===== config.mk =====
export PLATFORM = sky130hd
export DESIGN_NAME = decode_stage_p
export DESIGN_NICKNAME = d
export VERILOG_FILES = /design/src/rtl/decode_stage_p.sv
export SDC_FILE = /design/constraint.sdc
export NUM_CORES = 2
export LEC_CHECK = 0
export CAP_MARGIN = 40
export CORE_UTILIZATION = 45
export CTS_CLUSTER_DIAMETER = 40
export DETAILED_ROUTE_END_ITERATION = 6
export MAX_ROUTING_LAYER = met4
export PLACE_DENSITY = 0.74
export SLEW_MARGIN = 20
export SYNTH_ARGS = -nofsm -noshare
export SYNTH_HDL_FRONTEND = slang
export SYNTH_SLANG_ARGS = --single-unit

===== constraint.sdc =====
create_clock -name clk -period 2.4 [get_ports clk]
set_input_delay 0.48 -clock clk [delete_from_list [all_inputs] [get_ports clk]]
set_output_delay 0.48 -clock clk [all_outputs]
set_load 0.01 [all_outputs]

===== src/rtl/decode_stage_p.sv =====
// decode_stage_p: instruction decode, 2-read/1-write register file and ID/EX pipeline register.
// Optional macro DECODE_BYPASS_EN enables write-through forwarding from the writeback port.
module decode_stage_p #(
    parameter int DATA_W = 18,
    parameter int PC_W   = 9,
    parameter int RA_W   = 5
) (
    input  logic              clk,
    input  logic              rst,
    input  logic [32:0]       instr_d,
    input  logic              valid_d,
    input  logic [PC_W-1:0]   pc_d,
    input  logic [PC_W-1:0]   pc_plus4_d,
    input  logic              stall,
    input  logic              flush,
    input  logic              reg_write_w,
    input  logic [RA_W-1:0]   rd_w,
    input  logic [DATA_W-1:0] result_w,
    output logic              valid_e,
    output logic              reg_write_e,
    output logic              alu_src_e,
    output logic              mem_write_e,
    output logic              result_src_e,
    output logic              branch_e,
    output logic [2:0]        alu_control_e,
    output logic [1:0]        rgb_e,
    output logic [DATA_W-1:0] rd1_e,
    output logic [DATA_W-1:0] rd2_e,
    output logic [DATA_W-1:0] imm_e,
    output logic [RA_W-1:0]   rs1_e,
    output logic [RA_W-1:0]   rs2_e,
    output logic [RA_W-1:0]   rd_e,
    output logic [PC_W-1:0]   pc_e,
    output logic [PC_W-1:0]   pc_plus4_e,
    output logic              hazard
);
    localparam int NREG = 2 ** RA_W;

    logic              inm;
    logic [1:0]        tipo;
    logic [1:0]        op;
    logic [RA_W-1:0]   rs1_f;
    logic [RA_W-1:0]   rs2_f;
    logic [RA_W-1:0]   rd_f;
    logic [DATA_W-1:0] imm_d;

    assign inm   = instr_d[32];
    assign tipo  = instr_d[31:30];
    assign op    = instr_d[29:28];
    assign rs1_f = RA_W'(instr_d[27:23]);
    assign rs2_f = RA_W'(instr_d[22:18]);
    assign rd_f  = (tipo == 2'b01) ? rs1_f : (inm ? rs2_f : RA_W'(instr_d[4:0]));
    assign imm_d = DATA_W'($signed(instr_d[17:0]));

    // Register file: entry 0 is a constant so it can never be written.
    logic [DATA_W-1:0] rf_q [NREG];

    genvar gi;
    generate
        for (gi = 0; gi < NREG; gi++) begin : g_rf
            if (gi == 0) begin : g_zero
                assign rf_q[gi] = '0;
            end else begin : g_entry
                logic [DATA_W-1:0] entry_reg;
                always_ff @(posedge clk) begin
                    if (rst) begin
                        entry_reg <= '0;
                    end else if (reg_write_w && rd_w == RA_W'(gi)) begin
                        entry_reg <= result_w;
                    end
                end
                assign rf_q[gi] = entry_reg;
            end
        end
    endgenerate

    logic [DATA_W-1:0] rd1_d;
    logic [DATA_W-1:0] rd2_d;

    always_comb begin
        rd1_d = rf_q[rs1_f];
        rd2_d = rf_q[rs2_f];
`ifdef DECODE_BYPASS_EN
        if (reg_write_w && rd_w != '0) begin
            if (rd_w == rs1_f) rd1_d = result_w;
            if (rd_w == rs2_f) rd2_d = result_w;
        end
`endif
    end

    logic       reg_write_d;
    logic       alu_src_d;
    logic       mem_write_d;
    logic       result_src_d;
    logic       branch_d;
    logic [2:0] alu_control_d;
    logic [1:0] rgb_d;

    always_comb begin
        reg_write_d   = 1'b0;
        alu_src_d     = 1'b0;
        mem_write_d   = 1'b0;
        result_src_d  = 1'b0;
        branch_d      = 1'b0;
        alu_control_d = 3'b000;
        rgb_d         = 2'b00;
        case (tipo)
            2'b00: begin
                reg_write_d   = 1'b1;
                alu_src_d     = inm;
                alu_control_d = {1'b0, op};
            end
            2'b01: begin
                if (op == 2'b00) begin
                    reg_write_d  = 1'b1;
                    alu_src_d    = 1'b1;
                    result_src_d = 1'b1;
                end else if (op == 2'b01) begin
                    mem_write_d = 1'b1;
                    alu_src_d   = 1'b1;
                end
            end
            2'b10: begin
                branch_d      = 1'b1;
                alu_control_d = 3'b001;
            end
            default: begin
                rgb_d = op;
            end
        endcase
    end

    // Control half of ID/EX: a bubble on flush, zeroed when the slot carries no instruction.
    always_ff @(posedge clk) begin
        if (rst || flush) begin
            valid_e       <= 1'b0;
            reg_write_e   <= 1'b0;
            alu_src_e     <= 1'b0;
            mem_write_e   <= 1'b0;
            result_src_e  <= 1'b0;
            branch_e      <= 1'b0;
            alu_control_e <= 3'b000;
            rgb_e         <= 2'b00;
        end else if (!stall) begin
            valid_e       <= valid_d;
            reg_write_e   <= valid_d & reg_write_d;
            alu_src_e     <= valid_d & alu_src_d;
            mem_write_e   <= valid_d & mem_write_d;
            result_src_e  <= valid_d & result_src_d;
            branch_e      <= valid_d & branch_d;
            alu_control_e <= valid_d ? alu_control_d : 3'b000;
            rgb_e         <= valid_d ? rgb_d : 2'b00;
        end
    end

    // Data half of ID/EX: flush overrides stall, so the slot still loads.
    always_ff @(posedge clk) begin
        if (rst) begin
            rd1_e      <= '0;
            rd2_e      <= '0;
            imm_e      <= '0;
            rs1_e      <= '0;
            rs2_e      <= '0;
            rd_e       <= '0;
            pc_e       <= '0;
            pc_plus4_e <= '0;
        end else if (flush || !stall) begin
            rd1_e      <= rd1_d;
            rd2_e      <= rd2_d;
            imm_e      <= imm_d;
            rs1_e      <= rs1_f;
            rs2_e      <= rs2_f;
            rd_e       <= rd_f;
            pc_e       <= pc_d;
            pc_plus4_e <= pc_plus4_d;
        end
    end

    assign hazard = valid_e & result_src_e & (rd_e != '0) & valid_d &
                    ((rd_e == rs1_f) | (rd_e == rs2_f));
endmodule

==> flow_metrics.py <==
metrics = {
    "outcome": {
        "status": "finished, final reports clean",
    },
    "setup_path": {
        "max_stage_delay_ns": 0.52,
        "cp.required_ns": 1.92,
        "crit_chain": "or4_4 > o2111ai_2 > a21oi_2 > buf_2",
        "crit_path_max_fanout": 2,
        "worst_setup_path_start_kind": "flop",
        "arrival_ns": 1.91,
        "endpoint_kind": "output pin",
        "path_class": "reg -> out",
        "critical_path.slowest_cell": "or4_4",
    },
    "timing": {
        "finClkSkew_ns": 0.04155,
        "tightestPinTransition_ns": 0.6512,
        "post-route-min-period_ns": 2.387,
        "grt_setup_unrepaired": "yes",
        "timing.hold.ws_ns": 0.2302,
        "final_max_slew_viol_count": 0,
        "setup_violations": 0,
        "finalCritPeriodShare_pct": 99.47,
        "relSlewSlack_pct": 56.54,
        "finalHoldViolations": 0,
        "timing.fmax_mhz": 418.9,
    },
    "synth": {
        "synth-adder-area-share_pct": 0,
        "synth_top_cell_by_area": "dfxtp_1",
        "synth_ff_type": "dfxtp_1",
        "syn-instance-count": 3735,
        "netlist_area_sq_mm": 0.03235,
        "synthArstFlopShare_pct": 0,
        "syn_area_per_cell_sq_um": 8.661,
        "synthesis.nets": 3815,
        "synth.most_common_cell": "nand2_1",
        "synth_top_area_share_pct": 40.53,
        "synth-simple-area-share_pct": 18.51,
        "muxShareOfSynthArea_pct": 18.39,
        "yosysWarnings": 0,
        "synth_common_cells": "nand2_1, dfxtp_1, a21oi_1, clkbuf_1, mux4_2",
        "synth_compound_area_share_pct": 16.77,
        "synth_edf_count": 0,
        "synth_top_family_by_area": "simple AND/OR/NAND/NOR gates",
        "synthXorXnorAreaFrac_pct": 0.2707,
        "synthTopCellsByArea": "dfxtp_1, nand2_1, mux4_2",
        "ys_ff_latch": 655,
        "ys_types": 52,
        "seq_area_frac_synth_pct": 40.53,
    },
    "global_routing": {
        "grt_max_degree": 94,
        "grt_overflow_total": 0,
        "grt_pass1_wl_microns": 175200,
        "grt_pass1_vias": 29240,
        "grt_use_total_pct": 32.00,
        "grt_antenna_before_repair": 2,
    },
    "route": {
        "drtAntennaViolNets": 0,
        "num_vias": 30320,
        "drc": 0,
        "via_per_inst": 6.169,
        "drtIter0Drc": 3755,
        "drtPass1Iterations": 6,
        "avgRoutedWirePerCell_microns": 23.74,
        "drt_wl_total_microns": 116700,
    },
    "power_and_ir_drop": {
        "p_leak_nw": 13.68,
        "p_per_area_mw_per_mm2": 720.8,
        "seqPwrFrac_pct": 38.4,
        "p_switching_mw": 7.381,
        "pwr-share-clk_pct": 52.7,
        "power_mw": 29.00,
        "max-vdd-ir-drop_uv": 523.9,
        "p_comb_share_pct": 8.8,
        "switching_share_pct": 25.46,
        "p_int_mw": 21.61,
    },
    "hold_path": {
        "worstHoldPathType": "in -> reg",
    },
    "flow_run": {
        "cap_violations": 0,
    },
    "placement": {
        "io_buffer_count": 177,
        "placed_cells": 4734,
        "gp_congestion": 0.9189,
        "dp_hpwl_microns": 72740,
    },
    "cts": {
        "cts_root_buffer": "clkbuf_16",
        "ctsHoldBuffers": 0,
        "clk_path_buf_depth": 3,
        "h-tree-depth": 3,
        "cts_sinks": 655,
        "tritoncts": "yes",
        "cts_buffers": 96,
        "clkTransAtPathRegs_ns": 0.06,
        "clock_latency_ns": 0.67,
    },
    "floorplanning": {
        "ioPinCount": 179,
        "die_area_sq_mm": 0.07296,
        "core_area_sq_mm": 0.07064,
        "placementRows": 97,
        "die_x_microns": 270.1,
        "start_util_pct": 45.80,
        "die_y_microns": 270.1,
    },
    "final_layout": {
        "drive_gt1_share_pct": 17.52,
        "largest_reg_flops": 558,
        "syn2layout_area_growth_pct": 24.35,
        "nets": 3974,
        "stdcell_count": 4915,
    },
}
[final timing paths]
kind                                                endpoint  slack [ns]                                        start  depth (start not counted)
hold / removal    g_rf[23].g_entry.entry_reg[5]$_SDFFE_PP0P_        0.23                                          rst                          2
hold reg to reg                   pc_plus4_e[2]$_SDFFE_PP0P_        0.45                   pc_plus4_e[2]$_SDFFE_PP0P_                          2
setup / recovery                                      hazard        0.01                         rd_e[1]$_SDFFE_PP0P_                          4
setup reg to reg                      rd1_e[11]$_SDFFE_PP0P_        0.67  g_rf[21].g_entry.entry_reg[11]$_SDFFE_PP0P_                          4
[cell usage in the layout, fill, tap and decap left out, drive strengths merged, types with 24 or more instances in the layout]
cell              n
a21o             36
a21oi           615
a221o            36
a22oi           148
a31oi            36
a32oi            36
buf             250
clkbuf          108
clkdlybuf4s50   169
clkinv           24
dfxtp           655
mux2             36
mux2i           149
mux4            180
nand2          1237
nand2b           43
nand3            46
nor2             40
[cell families after synthesis]
kind of cell / after synthesis
other cells: 1
simple gates: 1430
flops: 655
compound gates: 916
mux: 365
buf+inv: 358
xor+xnor: 10
[power by group through the flow]
stage | clock (mW) | sequential [mW] | combinational (mW)
floorplan | 0 | 11.4 | 1.36
global placement | 0 | 11.4 | 2.45
detailed placement | 0 | 11.4 | 2.47
CTS | 15.4 | 11.1 | 2.49
global route | 15.9 | 11.2 | 2.64
finish | 15.3 | 11.1 | 2.56
[area by class of cell]
cell class              count  area, sq um
clock inverters            69         1021
well taps                 940         1176
clock buffers             108         2527
multi-input cells        2722        17480
flip-flops and latches    655        13120
repair buffers            419         4900
fillers                  5952        30410
diodes                      2        5.005
[metal layers]
metal  up-vias  track usage [%]  wire, microns  part of all wire, %
li1      13460                -              -                    -
met1     14500            38.88          42550                   36
met2      1936            47.70          51710                   44
met3       426            7.326          14180                   12
met4         0            20.65           8218                  7.0
met5         -                -              0                    0
[repair_timing]
item                       4_1_cts  5_1_grt
gates resized for setup          9        2
buffers inserted                 1        1
pin swaps                        1        4
setup endpoints to repair        1        1
hold endpoints to repair         0        0
[worst max-delay path: cells and delay by family (launching register included)]
| kind | cells | cell delay, ns |
|---|---|---|
| flip-flops | 1 | 0.34 |
| AND/OR/NAND/NOR | 1 | 0.52 |
| buffers and inverters | 1 | 0.14 |
| AO/OA/AOI/OAI | 2 | 0.23 |
[through the flow]
stage / util (%) / setup WS [ns] / setup TNS, ns / instance area, sq um
floorplan: - / 0.1828 / 0 / 32350
global placement: 51.85 / -0.2398 / -0.2447 / 36630
detailed placement: 51.87 / -0.1579 / -1.881 / 36640
CTS: 56.92 / -0.03195 / -0.03195 / 40210
global route: 56.95 / -0.03522 / -0.03522 / 40230
finish: 56.95 / 0.01270 / 0 / 40230
Note: power is estimated with default switching activity, not from simulation.
